<file path="src/rtl/alu_issue.sv">
// ID/EX issue stage for the DLX pipeline: decodes, selects/forwards operands, detects hazards
// and holds the ID/EX register. Define ALU_ISSUE_FORWARD_EN for forwarding with single-bubble load-use.
module alu_issue (
    input  logic        clk,
    input  logic        rst,
    input  logic        id_valid,
    output logic        id_ready,
    input  logic [31:0] id_instr,
    input  logic [31:0] id_rs1_data,
    input  logic [31:0] id_rs2_data,
    input  logic        flush,
    input  logic        ex_ready,
    input  logic        exmem_wr_en,
    input  logic        memwb_wr_en,
    input  logic [4:0]  exmem_rd,
    input  logic [4:0]  memwb_rd,
    input  logic [31:0] exmem_data,
    input  logic [31:0] memwb_data,
    output logic        alu_valid,
    output logic [3:0]  alu_opcode,
    output logic [31:0] alu_in1,
    output logic [31:0] alu_in2,
    output logic [4:0]  alu_rd,
    output logic        alu_wr_en,
    output logic        alu_mem_rd,
    output logic        alu_mem_wr,
    output logic [31:0] alu_store_data,
    output logic        illegal
);

    localparam logic [5:0] OP_RTYPE = 6'h00;
    localparam logic [5:0] OP_BEQZ  = 6'h04;
    localparam logic [5:0] OP_ADDI  = 6'h08;
    localparam logic [5:0] OP_SLTI  = 6'h0A;
    localparam logic [5:0] OP_ANDI  = 6'h0C;
    localparam logic [5:0] OP_ORI   = 6'h0D;
    localparam logic [5:0] OP_LW    = 6'h23;
    localparam logic [5:0] OP_SW    = 6'h2B;

    localparam logic [5:0] FN_ADD = 6'h20;
    localparam logic [5:0] FN_SUB = 6'h22;
    localparam logic [5:0] FN_AND = 6'h24;
    localparam logic [5:0] FN_OR  = 6'h25;
    localparam logic [5:0] FN_SLT = 6'h2A;

    localparam logic [3:0] ALU_AND = 4'b0000;
    localparam logic [3:0] ALU_OR  = 4'b0001;
    localparam logic [3:0] ALU_ADD = 4'b0010;
    localparam logic [3:0] ALU_SUB = 4'b0110;
    localparam logic [3:0] ALU_SLT = 4'b0111;

    typedef enum logic [1:0] {
        SEL_RS2,
        SEL_SIMM,
        SEL_ZIMM,
        SEL_ZERO
    } in2_sel_t;

    logic [5:0]  w_op;
    logic [5:0]  w_func;
    logic [4:0]  w_rs1;
    logic [4:0]  w_rs2;
    logic [15:0] w_imm;
    logic [31:0] w_simm;
    logic [31:0] w_zimm;

    assign w_op   = id_instr[31:26];
    assign w_func = id_instr[5:0];
    assign w_rs1  = id_instr[25:21];
    assign w_rs2  = id_instr[20:16];
    assign w_imm  = id_instr[15:0];
    assign w_simm = {{16{w_imm[15]}}, w_imm};
    assign w_zimm = {16'h0000, w_imm};

    logic     w_decOk;
    logic [3:0] w_aluOp;
    logic     w_useRs1;
    logic     w_useRs2;
    logic [4:0] w_rd;
    logic     w_wrEn;
    logic     w_memRd;
    logic     w_memWr;
    in2_sel_t w_in2Sel;

    always_comb begin
        w_decOk  = 1'b0;
        w_aluOp  = ALU_AND;
        w_useRs1 = 1'b0;
        w_useRs2 = 1'b0;
        w_rd     = id_instr[20:16];
        w_wrEn   = 1'b0;
        w_memRd  = 1'b0;
        w_memWr  = 1'b0;
        w_in2Sel = SEL_RS2;
        case (w_op)
            OP_RTYPE: begin
                w_rd     = id_instr[15:11];
                w_useRs1 = 1'b1;
                w_useRs2 = 1'b1;
                w_wrEn   = 1'b1;
                w_decOk  = 1'b1;
                case (w_func)
                    FN_ADD:  w_aluOp = ALU_ADD;
                    FN_SUB:  w_aluOp = ALU_SUB;
                    FN_AND:  w_aluOp = ALU_AND;
                    FN_OR:   w_aluOp = ALU_OR;
                    FN_SLT:  w_aluOp = ALU_SLT;
                    default: w_decOk = 1'b0;
                endcase
            end
            OP_ADDI: begin
                w_aluOp  = ALU_ADD;
                w_in2Sel = SEL_SIMM;
                w_useRs1 = 1'b1;
                w_wrEn   = 1'b1;
                w_decOk  = 1'b1;
            end
            OP_SLTI: begin
                w_aluOp  = ALU_SLT;
                w_in2Sel = SEL_SIMM;
                w_useRs1 = 1'b1;
                w_wrEn   = 1'b1;
                w_decOk  = 1'b1;
            end
            OP_ANDI: begin
                w_aluOp  = ALU_AND;
                w_in2Sel = SEL_ZIMM;
                w_useRs1 = 1'b1;
                w_wrEn   = 1'b1;
                w_decOk  = 1'b1;
            end
            OP_ORI: begin
                w_aluOp  = ALU_OR;
                w_in2Sel = SEL_ZIMM;
                w_useRs1 = 1'b1;
                w_wrEn   = 1'b1;
                w_decOk  = 1'b1;
            end
            OP_LW: begin
                w_aluOp  = ALU_ADD;
                w_in2Sel = SEL_SIMM;
                w_useRs1 = 1'b1;
                w_wrEn   = 1'b1;
                w_memRd  = 1'b1;
                w_decOk  = 1'b1;
            end
            OP_SW: begin
                w_aluOp  = ALU_ADD;
                w_in2Sel = SEL_SIMM;
                w_useRs1 = 1'b1;
                w_useRs2 = 1'b1;
                w_memWr  = 1'b1;
                w_decOk  = 1'b1;
            end
            OP_BEQZ: begin
                w_aluOp  = ALU_SUB;
                w_in2Sel = SEL_ZERO;
                w_useRs1 = 1'b1;
                w_decOk  = 1'b1;
            end
            default: ;
        endcase
    end

    // Pipeline register state
    logic        r_valid;
    logic [3:0]  r_opcode;
    logic [31:0] r_in1;
    logic [31:0] r_in2;
    logic [4:0]  r_rd;
    logic        r_wrEn;
    logic        r_memRd;
    logic        r_memWr;
    logic [31:0] r_storeData;
    logic        r_illegal;

    logic w_src1;
    logic w_src2;
    assign w_src1 = id_valid & w_decOk & w_useRs1 & (w_rs1 != 5'd0);
    assign w_src2 = id_valid & w_decOk & w_useRs2 & (w_rs2 != 5'd0);

    logic [31:0] w_rs1Val;
    logic [31:0] w_rs2Val;
    logic        w_hazard;
    logic        w_unused;

`ifdef ALU_ISSUE_FORWARD_EN
    // EX/MEM result is newer than MEM/WB, so it wins when both target the same register.
    function automatic logic [31:0] fwdVal(
        input logic [4:0]  idx,
        input logic [31:0] rfData,
        input logic        exEn,
        input logic [4:0]  exRd,
        input logic [31:0] exData,
        input logic        wbEn,
        input logic [4:0]  wbRd,
        input logic [31:0] wbData
    );
        logic [31:0] v;
        if (idx == 5'd0)
            v = 32'h0;
        else if (exEn && (exRd == idx))
            v = exData;
        else if (wbEn && (wbRd == idx))
            v = wbData;
        else
            v = rfData;
        return v;
    endfunction

    assign w_rs1Val = fwdVal(w_rs1, id_rs1_data, exmem_wr_en, exmem_rd, exmem_data,
                             memwb_wr_en, memwb_rd, memwb_data);
    assign w_rs2Val = fwdVal(w_rs2, id_rs2_data, exmem_wr_en, exmem_rd, exmem_data,
                             memwb_wr_en, memwb_rd, memwb_data);

    // Only a load sitting in ID/EX cannot be forwarded in time.
    assign w_hazard = r_valid & r_memRd &
                      ((w_src1 & (r_rd == w_rs1)) | (w_src2 & (r_rd == w_rs2)));
    assign w_unused = &{1'b0, id_instr[10:6]};
`else
    logic w_rs1Busy;
    logic w_rs2Busy;

    assign w_rs1Val = (w_rs1 == 5'd0) ? 32'h0 : id_rs1_data;
    assign w_rs2Val = (w_rs2 == 5'd0) ? 32'h0 : id_rs2_data;

    // Without forwarding, any in-flight writer of a source blocks issue until it retires.
    assign w_rs1Busy = w_src1 & ((r_valid & r_wrEn & (r_rd == w_rs1)) |
                                 (exmem_wr_en & (exmem_rd == w_rs1)) |
                                 (memwb_wr_en & (memwb_rd == w_rs1)));
    assign w_rs2Busy = w_src2 & ((r_valid & r_wrEn & (r_rd == w_rs2)) |
                                 (exmem_wr_en & (exmem_rd == w_rs2)) |
                                 (memwb_wr_en & (memwb_rd == w_rs2)));
    assign w_hazard  = w_rs1Busy | w_rs2Busy;
    assign w_unused  = &{1'b0, id_instr[10:6], exmem_data, memwb_data};
`endif

    logic [31:0] w_in2;
    always_comb begin
        w_in2 = w_rs2Val;
        case (w_in2Sel)
            SEL_RS2:  w_in2 = w_rs2Val;
            SEL_SIMM: w_in2 = w_simm;
            SEL_ZIMM: w_in2 = w_zimm;
            SEL_ZERO: w_in2 = 32'h0;
            default:  w_in2 = w_rs2Val;
        endcase
    end

    logic w_load;
    logic w_transfer;
    assign w_load     = ~r_valid | ex_ready;
    assign id_ready   = ~rst & (flush | (w_load & ~w_hazard));
    assign w_transfer = id_valid & id_ready;

    // Flush overrides both stall and hold; bubbles keep data fields but drop all side effects.
    always_ff @(posedge clk) begin
        if (rst) begin
            r_valid     <= 1'b0;
            r_opcode    <= 4'b0000;
            r_in1       <= 32'h0;
            r_in2       <= 32'h0;
            r_rd        <= 5'd0;
            r_wrEn      <= 1'b0;
            r_memRd     <= 1'b0;
            r_memWr     <= 1'b0;
            r_storeData <= 32'h0;
            r_illegal   <= 1'b0;
        end else begin
            r_illegal <= 1'b0;
            if (flush) begin
                r_valid <= 1'b0;
                r_wrEn  <= 1'b0;
                r_memRd <= 1'b0;
                r_memWr <= 1'b0;
            end else if (w_load) begin
                if (w_transfer && w_decOk) begin
                    r_valid     <= 1'b1;
                    r_opcode    <= w_aluOp;
                    r_in1       <= w_rs1Val;
                    r_in2       <= w_in2;
                    r_rd        <= w_rd;
                    r_wrEn      <= w_wrEn;
                    r_memRd     <= w_memRd;
                    r_memWr     <= w_memWr;
                    r_storeData <= w_rs2Val;
                end else begin
                    r_valid   <= 1'b0;
                    r_wrEn    <= 1'b0;
                    r_memRd   <= 1'b0;
                    r_memWr   <= 1'b0;
                    r_illegal <= w_transfer;
                end
            end
        end
    end

    assign alu_valid      = r_valid;
    assign alu_opcode     = r_opcode;
    assign alu_in1        = r_in1;
    assign alu_in2        = r_in2;
    assign alu_rd         = r_rd;
    assign alu_wr_en      = r_wrEn;
    assign alu_mem_rd     = r_memRd;
    assign alu_mem_wr     = r_memWr;
    assign alu_store_data = r_storeData;
    assign illegal        = r_illegal;

endmodule

</file>
<file path="config.mk">
export PLATFORM = sky130hd
export DESIGN_NAME = alu_issue
export DESIGN_NICKNAME = d
export VERILOG_FILES = /design/src/rtl/alu_issue.sv
export SDC_FILE = /design/constraint.sdc
export NUM_CORES = 1
export LEC_CHECK = 0
export CAP_MARGIN = 40
export CORE_MARGIN = 2
export CORE_UTILIZATION = 30
export CTS_BUF_LIST = sky130_fd_sc_hd__clkbuf_8
export DETAILED_ROUTE_END_ITERATION = 12
export GPL_ROUTABILITY_DRIVEN = 0
export HOLD_SLACK_MARGIN = 0.12
export PLACE_DENSITY_LB_ADDON = 0.05
export SLEW_MARGIN = 20
export SYNTH_ARGS = -nofsm -noshare
export SYNTH_HDL_FRONTEND = slang
export SYNTH_SLANG_ARGS = --single-unit
</file>
<file path="constraint.sdc">
create_clock -name clk -period 3 [get_ports clk]
set_input_delay 0.6 -clock clk [delete_from_list [all_inputs] [get_ports clk]]
set_output_delay 0.6 -clock clk [all_outputs]
set_load 0.01 [all_outputs]
</file>
# Word-level counts from Yosys, hierarchy flattened
# Index checks and enable logic that the tools add are counted.
classes:
  addsub: 0
  n_mul: 0
  div: 0
  magnitude_cmp: 0
  eq_ne: 21
  n_shift: 0
  muxes: 18
  bitwise_logic: 29
  n_reduce_logical: 18
op_table:
  columns: ["cell", "n"]
  rows:
  - ["32-bit one-hot mux with 4 select lines", 1]
  - ["32-bit two-way mux", 2]
  - ["6-bit equality test, second input constant", 7]
  - ["5-bit equality test", 6]
  - ["6-bit by 4-bit equality test with 1-bit output, second input constant", 4]
  - ["1-bit AND", 17]
  - ["3-bit one-hot mux with 5 select lines", 1]
  - ["3-bit one-hot mux with 4 select lines", 1]
  - ["5-bit zero test", 2]
  - ["1-bit two-way mux", 10]
  - ["5-bit nonzero test", 2]
  - ["4-bit OR reduction", 2]
  - ["8-bit OR reduction", 1]
  - ["1-bit OR", 7]
  - ["7-bit OR reduction", 1]
  - ["6-bit by 3-bit equality test with 1-bit output, second input constant", 1]
  - ["6-bit zero test", 1]
  - ["2-bit one-hot mux with 3 select lines", 1]
  - ["2-bit OR reduction", 3]
  - ["6-bit OR reduction", 1]
  - ["5-bit two-way mux", 1]
  - ["1-bit NOT", 5]
  - ["5-bit OR reduction", 1]
  - ["2-bit equality test, second input constant", 2]
  - ["other kinds (6)", 6]
totals:
  reg_bits: 110
  latchBits: 0
  ramBits: 0
  mem_bits_ro: 0
  inputBits: 177
  mem_count: 0

# Logic depth before layout (Yosys ltp)
# Gate-level depths: netlist of the first run.
depth:
  word_depth: 16
  ltp_mapped: 9

# Worst setup path before layout of the first run
# OpenSTA, ideal clock, no wires.
synth_path:
  path_kind: "input port to output port"
  start: "in id_instr[21]"
  end: "out id_ready"
  arrival_ns: 2.097
  t_required_ns: 2.400
  path_slack_ns: 0.303
  path_stages: 7
  n_path_buf: 1
  path_cell_list: "nor3_1 nand2_1 and4_1 a211oi_1 buf_2 nand2_1 a41oi_1"
synth_between:
  elab_chain_len: 10
  elab_cells_between_ends: 16
  cone_classes: "eq/ne (3); bitwise (12); reduce/logical (1)"
synth_lines:
  columns: ["element", "line_no", "rtl"]
  rows:
  - ["from (decl)", "8", "input logic [31:0] id_instr,"]
  - ["5-bit equality test (on tied branches)", "228, 229", null]
  - ["1-bit AND (on tied branches)", "228, 229", null]
  - ["1-bit OR", "228", "assign w_rs1Busy = w_src1 & ((r_valid & r_wrEn & (r_rd == w_rs1)) |"]
  - ["1-bit OR", "229", "(exmem_wr_en & (exmem_rd == w_rs1)) |"]
  - ["1-bit AND (*)", "228", null]
  - ["1-bit OR (*)", "234", "assign w_hazard = w_rs1Busy | w_rs2Busy;"]
  - ["1-bit NOT (*)", "253", "assign id_ready = ~rst & (flush | (w_load & ~w_hazard));"]
  - ["1-bit AND (*)", "253", null]
  - ["1-bit OR (*)", "253", null]
  - ["1-bit AND (*)", "253", null]
  - ["to (decl)", "7", "output logic id_ready,"]
# Every way passes the cells marked *; elsewhere a longest branch is shown, timed or not.

# Final worst setup path of the first run
layout_path:
  start: "in exmem_rd[1]"
  end: "out id_ready"
layout_between:
  elab_chain_len: 10
  elab_cells_between_ends: 15
  cone_classes: "eq/ne (2); bitwise (13)"
layout_lines:
  columns: ["element", "line_no", "rtl"]
  rows:
  - ["from (decl)", "15", "input logic [4:0] exmem_rd,"]
  - ["5-bit equality test (on tied branches)", "229, 232", null]
  - ["1-bit AND (on tied branches)", "229, 232", null]
  - ["1-bit OR (on tied branches)", "228, 231", null]
  - ["1-bit OR (on tied branches)", "229, 232", null]
  - ["1-bit AND (on tied branches)", "228, 231", null]
  - ["1-bit OR (*)", "234", null]
  - ["1-bit NOT (*)", "253", null]
  - ["1-bit AND (*)", "253", null]
  - ["1-bit OR (*)", "253", null]
  - ["1-bit AND (*)", "253", null]
# Marks and branches as above.

==> reports/results.txt, run 1 <==
drt initial violations: 315
clk sinks: 109
layout cells sized above 1: 15.32%
Cells after DPL: 1065
clk_skew: 0.01732 ns
CP cell instances: clkdlybuf4s50_1, xor2_2, nor4_2, and4_2, a211oi_4, nand2_2, a41oi_2, buf_2
sequential element share of the synthesized area: 40.70%
mapped cell area: 0.005361 mm^2
final hold viol count: 0
final slew viol count: 0
via count: 5653
CTS tree: done
final setup fails: 0
clock root cell: clkbuf_8
Pwr Density: 344.5 mW/mm^2
Worst Path Required: 2.40 ns
actual slew at the worst max-slew pin: 0.5449 ns
area of the core: 0.01736 mm^2
FF+latch count, synth: 109
Hold-fix buffers, CTS: 0
Fmax: 0.3381 GHz
fin crit share: 98.59%
min Tclk post-route: 2.958 ns
Slew headroom: 63.68%
Starting Density: 30.89%
Die Span Y: 137.7 um
synthesized area per cell: 8.633 um^2
I/O pin total: 288
Worst-path clk slew: 0.11 ns
total power draw: 2.903 mW
maximum vdd drop: 0.0001787 V
Area Growth Syn to Fin: 57.15%
status: finished, final reports clean
Tightest Hold Check Type: flip-flop to flip-flop
WL per Instance: 18.65 um
Cells after Synth: 621
Port Buffers: 222
critical path peak fanout: 2
Setup crit end kind: output pin
commonest non-fill, non-tap cell in the layout: clkdlybuf4s50_1
Detailed Place HPWL: 14.34 mm
drt drc: 0
Num CTS Buffers: 9
simple logic cell fraction of the synthesized area: 19.49%
max-cap violations: 0
row cnt: 48
Adder-Cell Fraction of Synth Area: 0%
Net Count, Synth: 798
Layout Cells excl Fill: 1080
Post-Synth XOR/XNOR Area: 4.901%
fin area: 0.008426 mm^2
Die Wd: 137.7 um
GRT overflow: 0
initial antenna violation count: 0
vias in the first global route: 5715
Clock Latency Late Sink: 0.39 ns
most frequent cells in the layout: clkdlybuf4s50_1, nand2_1, dfxtp_1
Synth Area in Compound Gates: 18.95%
largest net degree at the start of global routing: 61
Critical Path AT: 2.36 ns
WL final: 20.15 mm
largest family of logic cells by synthesized area: simple AND/OR/NAND/NOR gates
final net count: 1028
Worst path slowest cell: clkdlybuf4s50_1
CP Class: primary input to output pin
first-pass GRT wire length: 30.97 mm
Die ar.: 0.01896 mm^2
CP peak stage delay: 0.56 ns
post-route ant nets: 0
DR vias/cell: 5.234
number of diodes: 0
gr usage total: 21.02%
Leak: 3.558 nW
multiplexer share of the synthesized area: 9.895%
TritonRoute pass-1 iters: 4
Placed Area: 0.008183 mm^2
YS warnings: 0
Bufs on Longest Clock Path: 2
Cell variety after synth: 52
H-tree depth: 3
CP startpoint kind: primary input
==> kinds of logic (layout without fill, tap and decap cells) <==
logic type / count (synthesis) / after routing
flip-flops: 109 / 109
XOR/XNOR: 30 / 30
buffers and inverters: 67 / 301
other: 1 / 1
AND/OR/NAND/NOR: 225 / 225
AO/OA/AOI/OAI: 136 / 136
multiplexers: 53 / 53
==> report_power, final <==
group / switching, mW / internal (mW) / total, mW
clock network: 0.543 / 0.383 / 0.926
logic: 0.230 / 0.272 / 0.502
registers: 0.0105 / 1.46 / 1.47
==> sequential cells by signal (all words and copies together) (netlist names) <==
name / count
alu_opcode: 3
alu_in1: 32
alu_store_data: 32
alu_wr_en: 1
alu_mem_rd: 1
alu_mem_wr: 1
alu_in2: 32
illegal: 1
alu_valid: 1
alu_rd: 5
==> timing repair <==
item / 4_1_cts / 5_1_grt
buffers inserted: 0 / 0
gates resized for setup: 19 / 6
setup endpoints to repair: 1 / 1
pin swaps: 1 / 1
==> worst max-delay path: cells and delay by family <==
family	cells	cell delay (ns)
buffers and inverters	2	0.72
and+or+nand+nor	3	0.43
AOI/OAI and AO/OA	2	0.41
xor gates and xnor gates	1	0.19
==> area by class of cell <==
cell class                 instances  area (um^2)
fill                            1684         8931
multi-input combinational        445         2962
timing repair buffer             283         2800
sequential                       109         2182
tap                              225        281.5
clock buffer                       9        123.9
clock inverter                     6        65.06
inverter                           3        11.26
==> synth_stat cells (all sizes together) <==
| cell | n | share of area [%] |
|---|---|---|
| nor2 | 24 | 1.7 |
| a21oi | 23 | 2.4 |
| a22o | 1 | 0.16 |
| a211o | 2 | 0.33 |
| a221oi | 1 | 0.16 |
| and3 | 3 | 0.35 |
| a41o | 1 | 0.19 |
| o211ai | 1 | 0.23 |
| buf | 25 | 2.9 |
| and4 | 2 | 0.33 |
| nor3 | 9 | 0.84 |
| nand4 | 2 | 0.23 |
| o31ai | 2 | 0.28 |
| xor2 | 18 | 2.9 |
| a31o | 37 | 6.0 |
| o31a | 1 | 0.16 |
| inv | 3 | 0.21 |
| conb | 1 | 0.070 |
| mux2i | 53 | 9.9 |
| xnor2 | 12 | 2.0 |
| o21ai | 2 | 0.19 |
| nand2b | 4 | 0.47 |
| a31oi | 35 | 4.1 |
| o211a | 1 | 0.19 |
| a311oi | 17 | 2.8 |
| dfxtp | 109 | 41 |
| a21o | 2 | 0.28 |
| nor3b | 1 | 0.14 |
| nor2b | 2 | 0.23 |
| and4b | 1 | 0.19 |
| clkbuf | 39 | 2.8 |
| a211oi | 2 | 0.28 |
| o21bai | 1 | 0.14 |
| a32oi | 2 | 0.33 |
| nand3b | 2 | 0.28 |
| nand2 | 123 | 8.6 |
| o221a | 1 | 0.21 |
| nand3 | 8 | 0.84 |
| o22ai | 2 | 0.23 |
| o41ai | 1 | 0.16 |
| and3b | 1 | 0.16 |
| nor4 | 43 | 5.1 |
| a41oi | 1 | 0.16 |
==> through the flow <==
stage,hold WS [ns],utilization (%),setup WS (ns),TNS [ns]
floorplan,0.4750,-,0.3034,0
finish,0.4628,48.54,0.04232,0
global placement,0.4434,46.99,-0.4979,-5.156
detailed placement,0.4517,47.15,-0.4907,-7.389
global route,0.4914,48.54,-0.01021,-0.01021
CTS,0.4665,48.36,0.07241,0
==> worst paths after layout <==
path	startpoint	end	slack, ns	cells past startpoint
hold / removal	alu_in1[1]	alu_in1[1]	0.46	2
hold reg to reg	alu_in1[1]	alu_in1[1]	0.46	2
setup reg to reg	alu_rd[4]	alu_in2[23]	0.76	10
setup / recovery	exmem_rd[1]	id_ready	0.04	8
==> per-layer routing <==
metal	routed length, um	vias to the layer above	GRT usage, %	share of wire (%)
met4	421	0	7.560	2.1
met5	0	-	0	0
met1	8855	2724	26.76	44
met3	1560	28	5.629	7.7
met2	9309	182	34.11	46
li1	-	2719	-	-
Power figures use the tool's default switching activity.
==> run 2: changes to the inputs <==
--- a/config.mk
+++ b/config.mk
@@ -9,10 +9,12 @@
 export CORE_MARGIN = 2
 export CORE_UTILIZATION = 30
 export CTS_BUF_LIST = sky130_fd_sc_hd__clkbuf_8
+export CTS_CLUSTER_DIAMETER = 60
 export DETAILED_ROUTE_END_ITERATION = 12
 export GPL_ROUTABILITY_DRIVEN = 0
 export HOLD_SLACK_MARGIN = 0.12
 export PLACE_DENSITY_LB_ADDON = 0.05
+export SETUP_SLACK_MARGIN = 0.1
 export SLEW_MARGIN = 20
 export SYNTH_ARGS = -nofsm -noshare
 export SYNTH_HDL_FRONTEND = slang
==> constraint.sdc (replaced) <==
create_clock -name clk -period 3.05 [get_ports clk]
set_input_delay 0.61 -clock clk [delete_from_list [all_inputs] [get_ports clk]]
set_output_delay 0.61 -clock clk [all_outputs]
set_load 0.01 [all_outputs]
==> reports/results.txt, run 2 (synthesis gave the netlist of run 1 again) <==
status: finished, final reports clean
final hold viol count: 0
fin area: 0.008508 mm^2
WL final: 20.02 mm
clk sinks: 109
clock group share of total power: 30.3%
Slew headroom: 57.26%
first-pass GRT wire length: 30.74 mm
vias in the first global route: 5678
I/O pin total: 288
Bufs on Longest Clock Path: 2
Tightest Hold Check Type: flip-flop to flip-flop
commonest non-fill, non-tap cell in the layout: clkdlybuf4s50_1
Pint: 2.010 mW
Setup WS post-layout: 0.1784 ns
Cells after DPL: 1068
fin crit share: 94.15%
GRT overflow: 0
maximum vdd drop: 0.0002034 V
post-route ant nets: 0
Die Wd: 137.7 um
final slew viol count: 0
actual slew at the worst max-slew pin: 0.6410 ns
Area Growth Syn to Fin: 58.69%
row cnt: 48
Worst-path clk slew: 0.11 ns
Logic pwr share: 17.7%
area of the core: 0.01736 mm^2
RSZ-0062 raised after global routing: false
most frequent cells in the layout: clkdlybuf4s50_1, nand2_1, dfxtp_1
final net count: 1035
Detailed Place HPWL: 14.48 mm
Setup crit end kind: output pin
sequential power share: 52.0%
number of diodes: 0
CP Class: primary input to output pin
Switching Fraction: 27.94%
H-tree depth: 3
drt initial violations: 237
Num CTS Buffers: 9
via count: 5652
P_sw: 0.7793 mW
CP startpoint kind: primary input
Worst Path Required: 2.44 ns
Placed Area: 0.008205 mm^2
Clock Latency Late Sink: 0.39 ns
number of fill cells in the layout: 1669
pre-CTS setup slack: -0.4753 ns
clock root cell: clkbuf_8
clk_skew: 0.01738 ns
largest net degree at the start of global routing: 73
DR vias/cell: 5.195
Die ar.: 0.01896 mm^2
CTS tree: done
Port Buffers: 222
Pwr Density: 327.9 mW/mm^2
Starting Density: 30.89%
layout cells sized above 1: 16.45%
critical path peak fanout: 2
Critical Path AT: 2.26 ns
drt drc: 0
Leak: 3.713 nW
Layout Cells excl Fill: 1088
min Tclk post-route: 2.872 ns
gr usage total: 20.97%
total power draw: 2.790 mW
Die Span Y: 137.7 um
initial antenna violation count: 0
Fmax: 0.3482 GHz
WL per Instance: 18.40 um
final setup fails: 0
TritonRoute pass-1 iters: 4
max-cap violations: 0
## run 2: cell count changes in the layout (fill, tap and decap cells not counted), sizes merged
cell / previous run / this run
clkdlybuf4s50: 212 / 199
dlymetal6s2s: 1 / 13
buf: 62 / 69
clkinv: 0 / 2
clkinvlp: 3 / 1
inv: 5 / 7
bufinv: 1 / 0
dlygate4sd2: 8 / 9
## run 2: final cells by class
cell class | count | area [um^2] | share of cell area, %
clock buffers | 9 | 123.9 | 1.456
repair buffers | 290 | 2885 | 33.91
inverters | 3 | 11.26 | 0.1324
multi-input cells | 445 | 2974 | 34.96
flip-flops and latches | 109 | 2182 | 25.65
clock inverters | 7 | 50.05 | 0.5882
well taps | 225 | 281.5 | 3.309
## run 2: path summary, 6_finish.rpt
path	depth (start not counted)	start	slack, ns	to
setup reg to reg	9	alu_rd[4]	0.81	alu_store_data[23]
setup / recovery	8	memwb_rd[1]	0.18	id_ready
hold reg to reg	2	alu_in1[27]	0.46	alu_in1[27]
hold / removal	2	alu_in1[27]	0.46	alu_in1[27]
## run 2: power groups by stage
| stage | registers (mW) | logic, mW | clock network [mW] |
|---|---|---|---|
| after floorplan | 1.49 | 0.186 | 0 |
| after global placement | 1.48 | 0.476 | 0 |
| after detailed placement | 1.48 | 0.487 | 0 |
| after CTS | 1.45 | 0.491 | 0.880 |
| after global routing | 1.45 | 0.533 | 0.933 |
| final | 1.45 | 0.493 | 0.846 |
## run 2: what timing repair did
item,in CTS,in global routing
setup endpoints to repair,1,1
hold buffers,0,0
resized for setup,21,22
buffers inserted,2,2
pin swaps,2,7
## run 2: metrics by stage
stage / utilization (%) / TNS, ns / hold WS, ns
after floorplan: - / 0 / 0.4750
after detailed placement: 47.28 / -5.628 / 0.4554
after global placement: 47.12 / -2.232 / 0.4434
after CTS: 48.48 / 0 / 0.4698
final: 49.02 / 0 / 0.4639
after global routing: 49.02 / 0 / 0.4867
## run 2: worst max-delay path, cell delays in order
cell,delay (ns)
clkdlybuf4s50_1,0.45
buf_4,0.15
xnor2_1,0.12
and3_2,0.24
o31ai_4,0.25
nand2_2,0.10
a41oi_2,0.18
buf_2,0.16
## run 2: routing by layer
layer | vias up | global-route usage [%] | routed length [um]
met5 | - | 0 | 0
met4 | 0 | 6.357 | 306
met3 | 17 | 5.224 | 1504
met2 | 184 | 34.80 | 9387
met1 | 2709 | 26.77 | 8823
li1 | 2742 | - | -
==> RTL edit 1, RTL diff (config.mk and constraints of run 1) <==
Reset style: asynchronous (`rst`), changed in one clocked block.
--- a/src/rtl/alu_issue.sv
+++ b/src/rtl/alu_issue.sv
@@ -254,7 +254,7 @@
     assign w_transfer = id_valid & id_ready;
 
     // Flush overrides both stall and hold; bubbles keep data fields but drop all side effects.
-    always_ff @(posedge clk) begin
+    always_ff @(posedge clk or posedge rst) begin
         if (rst) begin
             r_valid     <= 1'b0;
             r_opcode    <= 4'b0000;
Formal check against the unedited RTL: differs if rst is asserted again (counterexample within 4 cycles, from zero or initial values and one cycle with rst high); with rst held inactive, the same outputs for 4 cycles.
==> RTL edit 1 against run 1 <==
Worst setup slack improved by 130 ps. Sequential cell count did not move. Highest routed layer unchanged. Largest cell class is now non-clock buffers. Wire length fell by 15%. Via count fell by 14%. Synthesized area rose by 4.7%. Design area rose by 3.5%. Die area rose by 4.6%.
Power is not compared: it rests on default switching activity, and its combinational part moved more than twofold at a synthesized area within 25%.
==> RTL edit 1: results (changes against run 1) <==
syn_inst: 538  # -13%
htreeDepth: 3  # unchanged
antenna_found_initial: 0  # unchanged
post-dp-hpwl_mm: 12.7  # -11%
areaGrowthSynthToFinish_pct: 55.3
dr.first_iter.drc_count: 145  # -54%
reg2reg_to: "alu_in2[28]"
wl_per_cell_um: 16.5  # -12%
r2r_setup_slack_ps: 740  # -20 ps
synth_nets: 715  # -10%
grt_util_all_layers: 0.175  # -0.0351
muxShareOfSynthArea: 0.204  # +0.105
clockBufferDepth: 2  # unchanged
nNetsFinal: 980  # -4.7%
min_to: "alu_in2[3]"
vias: 4835  # -14%
synth_xor_area_frac: 0.0468  # -0.00221
yosysUniqueCellTypes: 40  # -23%
finClkSkew_ps: 11.4  # -5.96 ps
r2r_start: "alu_rd[4]"
whs_path_depth: 1  # -1
ir_worst_vdd_mv: 0.245
synthAdderAreaFrac: 0  # unchanged
r2r_cells: 10  # unchanged
yosys-top-cells-area: "dfrtp_1, mux2i_1, inv_1"
synth_ff_type: "dfrtp_1"
grt_pass1_vias: 5117  # -10%
grt_max_degree: 65  # +6.6%
clk-insertion-delay-late_ps: 390  # about the same
placed_area_mm2: 0.00851  # +4.1%
async_flop_share: 1.00  # +1.00
yosys-top-cells-count: "dfrtp_1, inv_1, mux2i_1"
status: "finished clean"
critPathMaxStageDelay_ps: 550
numPortBuffers: 222  # unchanged
critPathCapture: "id_ready"
wirelength_mm: 17.2  # -15%
placed_cells: 1025  # -3.8%
cts_root_buf: "clkbuf_8"
timing.critical_path.from: "id_instr[31]"
path_max_fanout: 4  # +2
synth_compound_area_frac: 0.0720  # -0.118
grt_pass1_wl_mm: 27.4  # -12%
hp-start: "alu_in2[3]"
crit_path_top_delay_cell: "clkdlybuf4s50_1"
drive_above_1_share: 0.118  # -0.0356
worst_slew_pin_slew_ps: 702  # +157 ps
p_int_mw: 3.03
synth_warnings: 0  # unchanged
synth_seq_area_share: 0.486  # +0.0788
==> RTL edit 1: cell count changes after synthesis, moves of 34 or more <==
cell	delta
a31o_2	-34
dfrtp_1	+109
dfxtp_1	-109
inv_1	+82
nand2_1	-52
nor4_1	-36
==> RTL edit 1: routing by layer <==
| layer | share of wire | GRT usage |
|---|---|---|
| met2 | 0.48 | 0.295 |
| met5 | 0 | 0 |
| met1 | 0.43 | 0.216 |
| met3 | 0.071 | 0.0526 |
| met4 | 0.015 | 0.0563 |
==> RTL edit 1: final cells by class <==
class / count / area, um^2
tap: 234 / 293
clock inverter: 7 / 58.8
inverter: 84 / 319
fill: 1756 / 9800
timing repair buffer: 284 / 2790
clock buffer: 9 / 124
multi-input combinational: 315 / 2410
sequential: 109 / 2730
==> RTL edit 1: power groups by stage <==
| stage | combinational, mW | clock [mW] | sequential [mW] |
|---|---|---|---|
| final | 1.58 | 0.872 | 1.98 |
| after global routing | 1.72 | 0.980 | 2.03 |
| after CTS | 1.61 | 0.924 | 1.98 |
| after detailed placement | 1.60 | 0 | 2.01 |
| after global placement | 1.58 | 0 | 2.00 |
| after floorplan | 0.421 | 0 | 2.14 |
==> RTL edit 1: repair_timing <==
item	4_1_cts	5_1_grt
resized for setup	9	10
setup buffers	1	0
pin swaps	2	2
setup endpoints to repair	1	1
==> RTL edit 1: cells by family (layout without fill, tap and decap cells) <==
logic type,Yosys count,in the layout
AOI/OAI and AO/OA,53,53
xor gates and xnor gates,30,30
DFF,109,109
muxes,111,111
buffers and inverters,114,384
and+or+nand+nor,120,120
other,1,1
==> RTL edit 1: through the flow <==
step	hold slack, ps	setup slack, ps
final	492	169
after detailed placement	476	-369
after global routing	512	66.2
after CTS	500	5.47
after global placement	470	-351
after floorplan	529	684
==> RTL edit 2, RTL diff (config.mk and constraints of run 1) <==
Without the edit above. Add a define of `ALU_ISSUE_FORWARD_EN`.
--- a/src/rtl/alu_issue.sv
+++ b/src/rtl/alu_issue.sv
@@ -1,5 +1,7 @@
 // ID/EX issue stage for the DLX pipeline: decodes, selects/forwards operands, detects hazards
 // and holds the ID/EX register. Define ALU_ISSUE_FORWARD_EN for forwarding with single-bubble load-use.
+`define ALU_ISSUE_FORWARD_EN
+
 module alu_issue (
     input  logic        clk,
     input  logic        rst,
Formal check against the unedited RTL: not equivalent (Yosys sat finds a counterexample within 4 cycles, from zero or initial values and one cycle with rst high).
==> RTL edit 2 against run 1 <==
Sequential cell count unchanged. Synthesized cell count increased by 29%. Wire length is 40% higher. Design area increased by 24%. Worst setup slack gained 61 ps. Register-to-register slack lost 50 ps. Combinational power is 53% higher. Synthesized area increased by 20%. Total power rose by 7.8%.
==> RTL edit 2: results (changes against run 1) <==
post-dp-hpwl_mm: 21.2  # +48%
ir_worst_vdd_mv: 0.178  # -0.41%
status: "finished clean"
synth_xor_area_frac: 0.0367  # -0.0123
r2r_start: "alu_rd[0]"
reg2reg_to: "alu_store_data[5]"
yosys-top-cells-count: "dfxtp_1, nand2_1, o21ai_0"
crit_path_top_delay_cell: "or4_4"
synth_seq_area_share: 0.338  # -0.0686
p_leak_nw: 3.93  # +10%
synth_nets: 976  # +22%
min_to: "alu_store_data[28]"
worst_slew_pin_slew_ps: 710  # +165 ps
r2r_cells: 8  # -2
grt_pass1_wl_mm: 41.7  # +35%
r2r_setup_slack_ps: 710  # -50 ps
firstDrtPassIters: 5  # +1
synth_compound_area_frac: 0.356  # +0.166
drive_above_1_share: 0.124  # -0.0292
yosysUniqueCellTypes: 55  # +5.8%
wl_per_cell_um: 20.3  # +8.6%
hp-start: "alu_store_data[28]"
numPortBuffers: 286  # +29%
grt_util_all_layers: 0.241  # +0.0309
placed_area_mm2: 0.0102  # +25%
fin_util: 0.495  # +0.00934
nFillCells: 2106  # +25%
==> RTL edit 2: kinds of logic (layout without fill, tap and decap cells) <==
logic type	Yosys count	in the layout
compound gates	332	332
xor+xnor	27	27
buf+inv	120	434
flops	109	109
mux	39	39
other cells	1	1
simple gates	171	171
==> RTL edit 2: metrics by stage <==
step	power, mW	instances	setup WS [ps]
after floorplan	1.78	799	204
after global placement	2.26	1372	-341
after detailed placement	2.26	1372	-341
after CTS	3.16	1388	4.75
after global routing	3.27	1388	8.86
final	3.13	1388	104
==> RTL edit 2: layout make-up <==
type	instances	area share
sequential	109	0.209
multi-input combinational	570	0.370
clock buffer	10	0.0132
tap	275	0.0330
inverter	39	0.0140
timing repair buffer	379	0.356
clock inverter	6	0.00456
==> RTL edit 2: worst reg2reg max path, delay by kind of cell, from the launching register on <==
family | cells | cell delay (ps)
buffers and inverters | 3 | 890
AO/OA/AOI/OAI | 2 | 360
AND/OR/NAND/NOR | 2 | 320
flip-flops | 1 | 490
XOR/XNOR | 1 | 180
==> RTL edit 2: how the worst max path moves through the flow <==
stage	start	slack, ps	endpoint	depth (start not counted)
after global routing	id_instr[30]	9	id_ready	9
after detailed placement	id_instr[29]	-340	id_ready	8
after CTS	id_instr[22]	5	id_ready	7
final	id_instr[22]	100	id_ready	7
after floorplan	id_instr[26]	200	id_ready	6
after global placement	id_instr[29]	-340	id_ready	8
==> RTL edit 2: repair_timing <==
item,CTS,global route
pin swaps,4,3
setup endpoints to repair,1,1
buffers inserted,0,0
gates resized for setup,15,2
==> RTL edit 2: where the power goes <==
group / switching, mW / internal, mW
clock: 0.561 / 0.331
combinational: 0.348 / 0.418
sequential: 0.00888 / 1.46
total: 0.918 / 2.21
==> RTL edit 2: routing by layer <==
metal  vias up  routed length (um)  global-route usage
li1       3589                   -                   -
met2       272               12000               0.356
met4         0                 533              0.0692
met1      3414               13300               0.352
met5         -                   0                   0
met3        25                2200              0.0503
